===== src/rtl/mem_port_arbiter.sv =====
// rtl/mem_port_arbiter.sv - shares one downstream memory port between fetch and LSQ
module mem_port_arbiter #(
  parameter int width        = 32,
  parameter int max_d_streak = 4
) (
  input  logic               clk,
  input  logic               rst,
  input  logic               flush,
  input  logic               i_read,
  input  logic [width-1:0]   i_address,
  output logic               i_resp,
  output logic [width-1:0]   i_rdata,
  input  logic               d_read,
  input  logic               d_write,
  input  logic [width/8-1:0] d_byte_enable,
  input  logic [width-1:0]   d_address,
  input  logic [width-1:0]   d_wdata,
  output logic               d_resp,
  output logic [width-1:0]   d_rdata,
  output logic               mem_read,
  output logic               mem_write,
  output logic [width/8-1:0] mem_byte_enable,
  output logic [width-1:0]   mem_address,
  output logic [width-1:0]   mem_wdata,
  input  logic               mem_resp,
  input  logic [width-1:0]   mem_rdata,
  output logic               busy
);

  localparam logic [3:0] max_streak = 4'(max_d_streak);

  typedef enum logic [1:0] {IDLE, SERVE_I, SERVE_D} state_t;

  state_t             state, state_next;
  logic [3:0]         streak, streak_next;
  logic               drop, drop_next;
  logic               lat_read, lat_write;
  logic [width/8-1:0] lat_be;
  logic [width-1:0]   lat_addr, lat_wdata;
  logic               d_req, i_elig, grant_i, grant_d;

  // Arbitration: LSQ wins unless a fetch has waited through max_streak LSQ grants
  always_comb begin
    d_req   = d_read | d_write;
    i_elig  = i_read & ~flush;
    grant_i = 1'b0;
    grant_d = 1'b0;
    if (state == IDLE) begin
      if (d_req && i_elig && streak == max_streak) grant_i = 1'b1;
      else if (d_req)                              grant_d = 1'b1;
      else if (i_elig)                             grant_i = 1'b1;
    end
  end

  // Next state, streak/drop bookkeeping and completion pulses
  always_comb begin
    state_next  = state;
    drop_next   = drop;
    streak_next = streak;
    i_resp      = 1'b0;
    d_resp      = 1'b0;
    i_rdata     = '0;
    d_rdata     = '0;
    case (state)
      IDLE: begin
        if (grant_i)      state_next = SERVE_I;
        else if (grant_d) state_next = SERVE_D;
      end
      SERVE_I: begin
        if (flush) drop_next = 1'b1;
        if (mem_resp) begin
          state_next = IDLE;
          drop_next  = 1'b0;
          // a squashed fetch still completes downstream but is not reported
          if (!drop && !flush) begin
            i_resp  = 1'b1;
            i_rdata = mem_rdata;
          end
        end
      end
      SERVE_D: begin
        if (mem_resp) begin
          state_next = IDLE;
          d_resp     = 1'b1;
          d_rdata    = mem_rdata;
        end
      end
      default: state_next = IDLE;
    endcase
    if (!i_read || grant_i)
      streak_next = 4'd0;
    else if (grant_d && streak != max_streak)
      streak_next = streak + 4'd1;
    // reset aborts the transaction without a completion pulse
    if (rst) begin
      i_resp  = 1'b0;
      d_resp  = 1'b0;
      i_rdata = '0;
      d_rdata = '0;
    end
  end

  // State, streak and drop registers
  always_ff @(posedge clk) begin
    if (rst) begin
      state  <= IDLE;
      streak <= 4'd0;
      drop   <= 1'b0;
    end else begin
      state  <= state_next;
      streak <= streak_next;
      drop   <= drop_next;
    end
  end

  // Capture the winner's request so the downstream port is stable for the transaction
  always_ff @(posedge clk) begin
    if (rst) begin
      lat_read  <= 1'b0;
      lat_write <= 1'b0;
      lat_be    <= '0;
      lat_addr  <= '0;
      lat_wdata <= '0;
    end else if (grant_d) begin
      lat_read  <= d_read & ~d_write;
      lat_write <= d_write;
      lat_be    <= d_byte_enable;
      lat_addr  <= d_address;
      lat_wdata <= d_wdata;
    end else if (grant_i) begin
      lat_read  <= 1'b1;
      lat_write <= 1'b0;
      lat_be    <= '1;
      lat_addr  <= i_address;
      lat_wdata <= '0;
    end
  end

  // Downstream port is driven only while a transaction is outstanding
  always_comb begin
    busy            = (state != IDLE);
    mem_read        = busy & lat_read;
    mem_write       = busy & lat_write;
    mem_byte_enable = busy ? lat_be    : '0;
    mem_address     = busy ? lat_addr  : '0;
    mem_wdata       = busy ? lat_wdata : '0;
  end

endmodule


===== config.mk =====
export PLATFORM = sky130hd
export DESIGN_NAME = mem_port_arbiter
export DESIGN_NICKNAME = d
export VERILOG_FILES = /design/src/rtl/mem_port_arbiter.sv
export SDC_FILE = /design/constraint.sdc
export NUM_CORES = 1
export LEC_CHECK = 0
export ABC_AREA = 1
export BUFFER_PORTS_ARGS = -buffer_cell sky130_fd_sc_hd__buf_2
export CAP_MARGIN = 5
export CORE_MARGIN = 3
export CORE_UTILIZATION = 40
export DETAILED_ROUTE_END_ITERATION = 8
export PLACE_DENSITY = 0.82
export SKIP_LAST_GASP = 1
export SLEW_MARGIN = 5
export SYNTH_ARGS = -nofsm -noshare
export SYNTH_HDL_FRONTEND = slang
export SYNTH_SLANG_ARGS = --single-unit

===== constraint.sdc =====
create_clock -name clk -period 1.4 [get_ports clk]
set_input_delay 0.07 -clock clk [delete_from_list [all_inputs] [get_ports clk]]
set_output_delay 0.07 -clock clk [all_outputs]
set_load 0.005 [all_outputs]

After elaboration in Yosys (flattened, before gate mapping):

Index checks and enable logic that the tools add are counted.

* bits in registers: 77
* output and inout port bits: 137
* logic and storage cells: 78

* reduce and logical (&&, ||, !) cells: 16
* bitwise logic cells: 7
* muxes and demuxes: 40
* equality and inequality tests: 6
* add/subtract/negate cells: 1

Operator list (count)
* 32-bit two-way mux: 13
* 1-bit two-way mux: 20
* 4-bit two-way mux: 3
* 2-bit two-way mux: 3
* 2-bit nonzero test: 3
* 4-bit by 1-bit adder with 4-bit output, second input constant: 1
* 1-bit AND: 4
* 4-bit by 3-bit == test with 1-bit output, second input constant: 1
* 1-bit logical AND: 4
* 4-bit by 3-bit != test with 1-bit output, second input constant: 1
* 2-bit one-hot mux with 2 select lines: 1
* 2-bit AND reduction: 2
* 2-bit OR reduction: 2
* 1-bit logical NOT: 3
* 3-bit != test, second input constant: 1
* 2-bit by 1-bit == test with 1-bit output, second input constant: 1
* 2-bit == test, second input constant: 1
* 2-bit logical NOT: 1
* 2-bit by 1-bit != test with 1-bit output, second input constant: 1
* 1-bit inverter: 2
* 1-bit logical OR: 1
* 1-bit OR: 1

Longest topological paths before layout:

* depth in word-level cells: 9
* depth in mapped cells: 12
* gate-level depth less buffers: 12

Least setup slack after synthesis:

No wires, ideal clock.

* path kind: reg2reg
* start: reg streak[0]
* end: reg lat_addr[18]
* clock period less this slack: 1.473 ns
* slack: -0.073 ns
* stages on the path, launching flop included: 12
* setup time: 0.132 ns
* path buffers: 2
* arrival: 1.341 ns
* required time: 1.268 ns
* path through: dfxtp_1 -> inv_1 -> ha_1 -> nand2_1 -> nor2_2 -> nand3_4 -> nand3_2 -> buf_6 -> buf_6 -> o21ai_1 -> nand2_1 -> a21oi_1

* word-level cells in the longest chain between the ends: 5
* elaborated cells between the ends (all ways): 8
* those cells by class: eq/ne (1); mux (5); reduce/logical (2)

RTL lines
* start, declared: RTL line 35 `logic [3:0] streak, streak_next;`
* start signal, assigned: RTL line 111 `streak <= streak_next;`
* 4-bit by 3-bit == test with 1-bit output (*): RTL line 49 `if (d_req && i_elig && streak == max_streak) grant_i = 1'b1;`
* 1-bit logical AND (*): RTL line 49
* 1-bit two-way mux: RTL line 49
* 1-bit two-way mux: RTL line 48 `if (state == IDLE) begin`
* 32-bit two-way mux / 2-bit nonzero test (equally long branches)
* end signal, assigned: RTL line 128 `lat_addr <= d_address;`
* end signal, assigned: RTL line 134 `lat_addr <= i_address;`
* end, declared: RTL line 39 `logic [width-1:0] lat_addr, lat_wdata;`

Mark *: on every way between the ends. The rest lies on a longest branch, timed or not.
A chain may end at the register's enable or synchronous reset.

Final worst setup path:

* start: reg state[1]
* end: reg lat_wdata[5]

* word-level cells in the longest chain between the ends: 3
* elaborated cells between the ends (all ways): 5
* those cells by class: mux (3); reduce/logical (2)

RTL lines
* start, declared: RTL line 34 `state_t state, state_next;`
* start signal, assigned: RTL line 110 `state <= state_next;`
* 2-bit logical NOT (*): RTL line 48
* 1-bit two-way mux: RTL line 48
* 32-bit two-way mux / 2-bit nonzero test (equally long branches)
* end signal, assigned: RTL line 129 `lat_wdata <= d_wdata;`
* end, declared: RTL line 39

Marks and branches as above.

==> summary.txt <==
Placed design
  – Cells after DPL: roughly 1200
  – Placed instance area: 6337 um2
  – PortBufs: 275
  – HPWL Detailed: 11510 um
  – GPL Wtd Cong: 0.8488

Clock network
  – CTS tree: yes
  – Clk Latency, worst-skew pair: about 0.33 ns
  – CTS H-tree lvls: 3
  – Clock buffer count from CTS: 9
  – Clock transition at path regs: around 0.060 ns
  – Sink Count: 77
  – Longest Clk Path Bufs: 2
  – Root Driver: clkbuf_16

Route
  – Routed len/inst: 18.10 um
  – Vias: roughly 6700
  – Pre-antenna DRT Iters: 7
  – First DRT Iteration DRCs: 657
  – Final WL: 22790 um
  – DRC Markers: 0
  – Vias per inst: between 5 and 6
  – Post-route ant nets: 0

Floorplan
  – Placeable core area: between 10000 and 15000 um2
  – Die X: approximately 110 um
  – Initial core utilization: between 40% and 50%
  – Chip height: approximately 110 um
  – DIE AREA: about 13000 um2
  – # rows: 38
  – # IOs: 276

Power
  – Clk pwr share: between 30% and 40%
  – Power share of the combinational group: 34.7%
  – P_sw: approximately 2.5 mW
  – P per Cell Area: a little under 900 nW/um2
  – Switching Share: a little under a third
  – Leakage: between 4 and 5 nW
  – Total power: between 7 and 8 mW
  – VDD IR-drop max: 599.0 uV
  – Int Pwr: 5.438 mW
  – Sequential share of power: 32.0%

Status
  – Violated checks: negative hold slack, negative setup slack
  – Status: finished, violations left

Critical path
  – Worst Setup End Kind: register
  – Most used cell, CP: buf_12
  – Delay-heaviest family, CP: buffers and inverters
  – Critical path data required time: 1.65 ns
  – Worst R2R Setup Slack: -0.37 ns
  – Worst setup path category: register to register
  – Crit path DAT: 2.02 ns
  – Critical-path maximum fanout: 7
  – Worst Path Buf+Inv: 6
  – Worst-path cell chain: inv_2 -> buf_4 -> ha_4 -> buf_12 -> nand3_4 -> inv_8 -> buf_12 -> clkbuf_16 -> nand2_1 -> a21oi_1
  – Crit start category: register
  – CP max stage cell: dfxtp_2
  – Crit path largest cell delay: 0.33 ns

Logic synthesis
  – Post-synth EDFFs: 0
  – Mapped cell area: 4639 um2
  – Synth cell types: 24
  – Asr flop ratio synth: 0%
  – Gate Count Post-Synth: approximately 770
  – Flip-flop and latch count after synthesis: 77
  – Syn nets: a little over 900
  – Syn avg cell area: about 6.0 um2
  – Post-synth top flop: dfxtp_1
  – Synth warn: 0
  – Post-synthesis sequential area ratio: between 30% and 40%

STA
  – Post-layout min period: approximately 1.8 ns
  – Period utilization: 126.8%
  – Worst hold margin: -0.01098 ns
  – Final setup viols: roughly 210
  – Peak Freq: between 500 and 600 MHz
  – RSZ-0062 raised after global routing: true
  – Final Worst Setup Slack: -0.3747 ns
  – Final-report max-slew violation count: 0
  – Clock skew: ~0.0094 ns
  – Worst slew pin tran: between 0.3 and 0.4 ns
  – Final hold vios: 2
  – Worst rel slew slack: ~75%

Layout
  – Area growth, synth to finish: 93.82%
  – Antenna diode count: 0
  – Filler Cells Inserted: about 630
  – Net count, final: ~1300
  – FF+latch area: between 1500 and 2000 um2
  – Fraction of layout cells with a size suffix above 1: between 50% and 60%
  – Layout Cells excl Fill: around 1300
  – Design area: 8992 um2
  – Area occupied by multi-input gates: around 3000 um2

GRT
  – Overflow after GRT: 0
  – Vias in the first global route: ~6000
  – First-pass GRT wire length: 28610 um
  – GRT Total Usage: 27.68%
  – Largest net degree at the start of global routing: a little under 70
  – Initial antenna violation count: 0

Job
  – Max cap viols: 0

Worst hold path
  – Min-delay worst type: input pin to register
-- cells in the final DEF (no fill, tap or decap), types with 2 or more instances in the layout --
cell type | netlist | routed
buf_2 | 11 | 272
inv_1 | 182 | 174
dfxtp_1 | 77 | 73
nand2_1 | 82 | 72
nor2_4 | 1 | 66
nand3_1 | 71 | 54
a21oi_1 | 75 | 53
nor2_1 | 137 | 52
nand4_1 | 32 | 32
buf_12 | 0 | 26
buf_4 | 0 | 25
dlygate4sd3_1 | 0 | 24
nor2_2 | 3 | 23
a21oi_2 | 0 | 22
clkbuf_16 | 0 | 20
o21ai_2 | 0 | 17
buf_6 | 10 | 17
buf_16 | 0 | 15
nand3_2 | 1 | 14
o21ai_1 | 21 | 12
nand2_2 | 1 | 11
inv_2 | 1 | 7
nand3_4 | 2 | 6
o21ai_0 | 15 | 4
ha_4 | 0 | 4
dfxtp_2 | 0 | 4
o21ai_4 | 0 | 3
bufinv_16 | 0 | 3
inv_4 | 1 | 2
nor3_1 | 3 | 2
clkinv_2 | 0 | 2
buf_8 | 0 | 2
-- layer usage --
layer | track usage (%) | vias up | wire, um | part of all wire (%)
met5 | 0 | - | 0 | 0
met4 | 14.90 | 0 | 1622 | 7.1
met3 | 5.199 | 131 | 1756 | 7.7
met2 | 50.10 | 452 | 11570 | 51
met1 | 30.42 | 3037 | 7838 | 34
li1 | - | 3061 | - | -
-- cells in the mapped netlist (2+ instances only) --
cell type | count | share of area [%]
nor3_1 | 3 | 0.32
buf_2 | 11 | 1.2
ha_1 | 5 | 1.3
nor2_2 | 3 | 0.40
dfxtp_1 | 77 | 33
a21oi_1 | 75 | 8.1
nand3_1 | 71 | 7.7
buf_6 | 10 | 2.4
nand3_4 | 2 | 0.76
o21ai_1 | 21 | 2.3
inv_1 | 182 | 15
o21ai_0 | 15 | 1.6
clkbuf_1 | 34 | 2.8
nor2_1 | 137 | 11
nand2_1 | 82 | 6.6
nand4_1 | 32 | 4.3
-- worst register-to-register path, delay by kind of cell, from the launching register on --
kind | cells | cell delay [ns]
AOI/OAI and AO/OA | 1 | 0.19
DFF | 1 | 0.33
buffers and inverters | 6 | 0.73
adders and majority gates | 1 | 0.15
and+or+nand+nor | 2 | 0.28
-- registers in the layout, summed over array words and instances, names as in the netlist --
register,cells
lat_read,1
state,2
streak,4
lat_be,4
lat_wdata,32
lat_addr,32
drop,1
lat_write,1
-- path summary, 6_finish.rpt --
kind | startpoint | to | cells past startpoint
max | state[1]$_SDFFE_PP0P_ | lat_wdata[5]$_SDFFE_PP0P_ | 10
min | d_wdata[14] | lat_wdata[14]$_SDFFE_PP0P_ | 3
max reg2reg | state[1]$_SDFFE_PP0P_ | lat_wdata[5]$_SDFFE_PP0P_ | 10
min reg2reg | lat_be[0]$_SDFFE_PP0P_ | lat_be[0]$_SDFFE_PP0P_ | 2
-- per-stage QoR --
| step | hold WS, ns | util, % | setup slack (ns) | setup TNS (ns) |
|---|---|---|---|---|
| detailed placement | 0.3278 | 57.21 | -0.09747 | -2.985 |
| CTS | 0.001334 | 70.01 | -0.2585 | -43.33 |
| global placement | 0.3256 | 57.21 | -0.03201 | -0.5988 |
| floorplan | 0.2174 | - | -0.02460 | -0.6658 |
| finish | -0.01098 | 81.17 | -0.3747 | -54.95 |
| global route | -0.0006855 | 81.17 | -0.4436 | -69.37 |
-- power groups by stage --
stage               registers (mW)  logic (mW)  clock network, mW
finish                        2.54        2.75               2.63
global route                  2.56        2.93               2.73
CTS                           2.52        2.05               2.63
detailed placement            2.56        1.60                  0
global placement              2.55        1.58                  0
floorplan                     2.54       0.993                  0
-- final cells by class --
class	count	share of cell area, %
repair buffers	392	35.80
multi-input cells	451	33.57
flip-flops and latches	77	17.20
inverters	184	7.820
clock buffers	10	2.546
well taps	140	1.948
clock inverters	5	1.113
-- cell families (layout without fill, tap and decap cells) --
logic type | Yosys count | after routing | synth area share, %
buf+inv | 240 | 591 | 21.39
fa+ha+maj | 5 | 5 | 1.348
compound gates | 112 | 112 | 12.14
flops | 77 | 77 | 33.23
simple gates | 334 | 334 | 31.90
-- timing repair --
| item | in CTS | in global routing |
|---|---|---|
| hold buffers | 23 | 1 |
| cloned | 15 | 15 |
| buffers inserted | 19 | 15 |
| pin swaps | 20 | 43 |
| hold endpoints to repair | 23 | 1 |
| setup endpoints to repair | 204 | 213 |
| resized for setup | 94 | 209 |
Note: power is estimated with default switching activity, not from simulation.
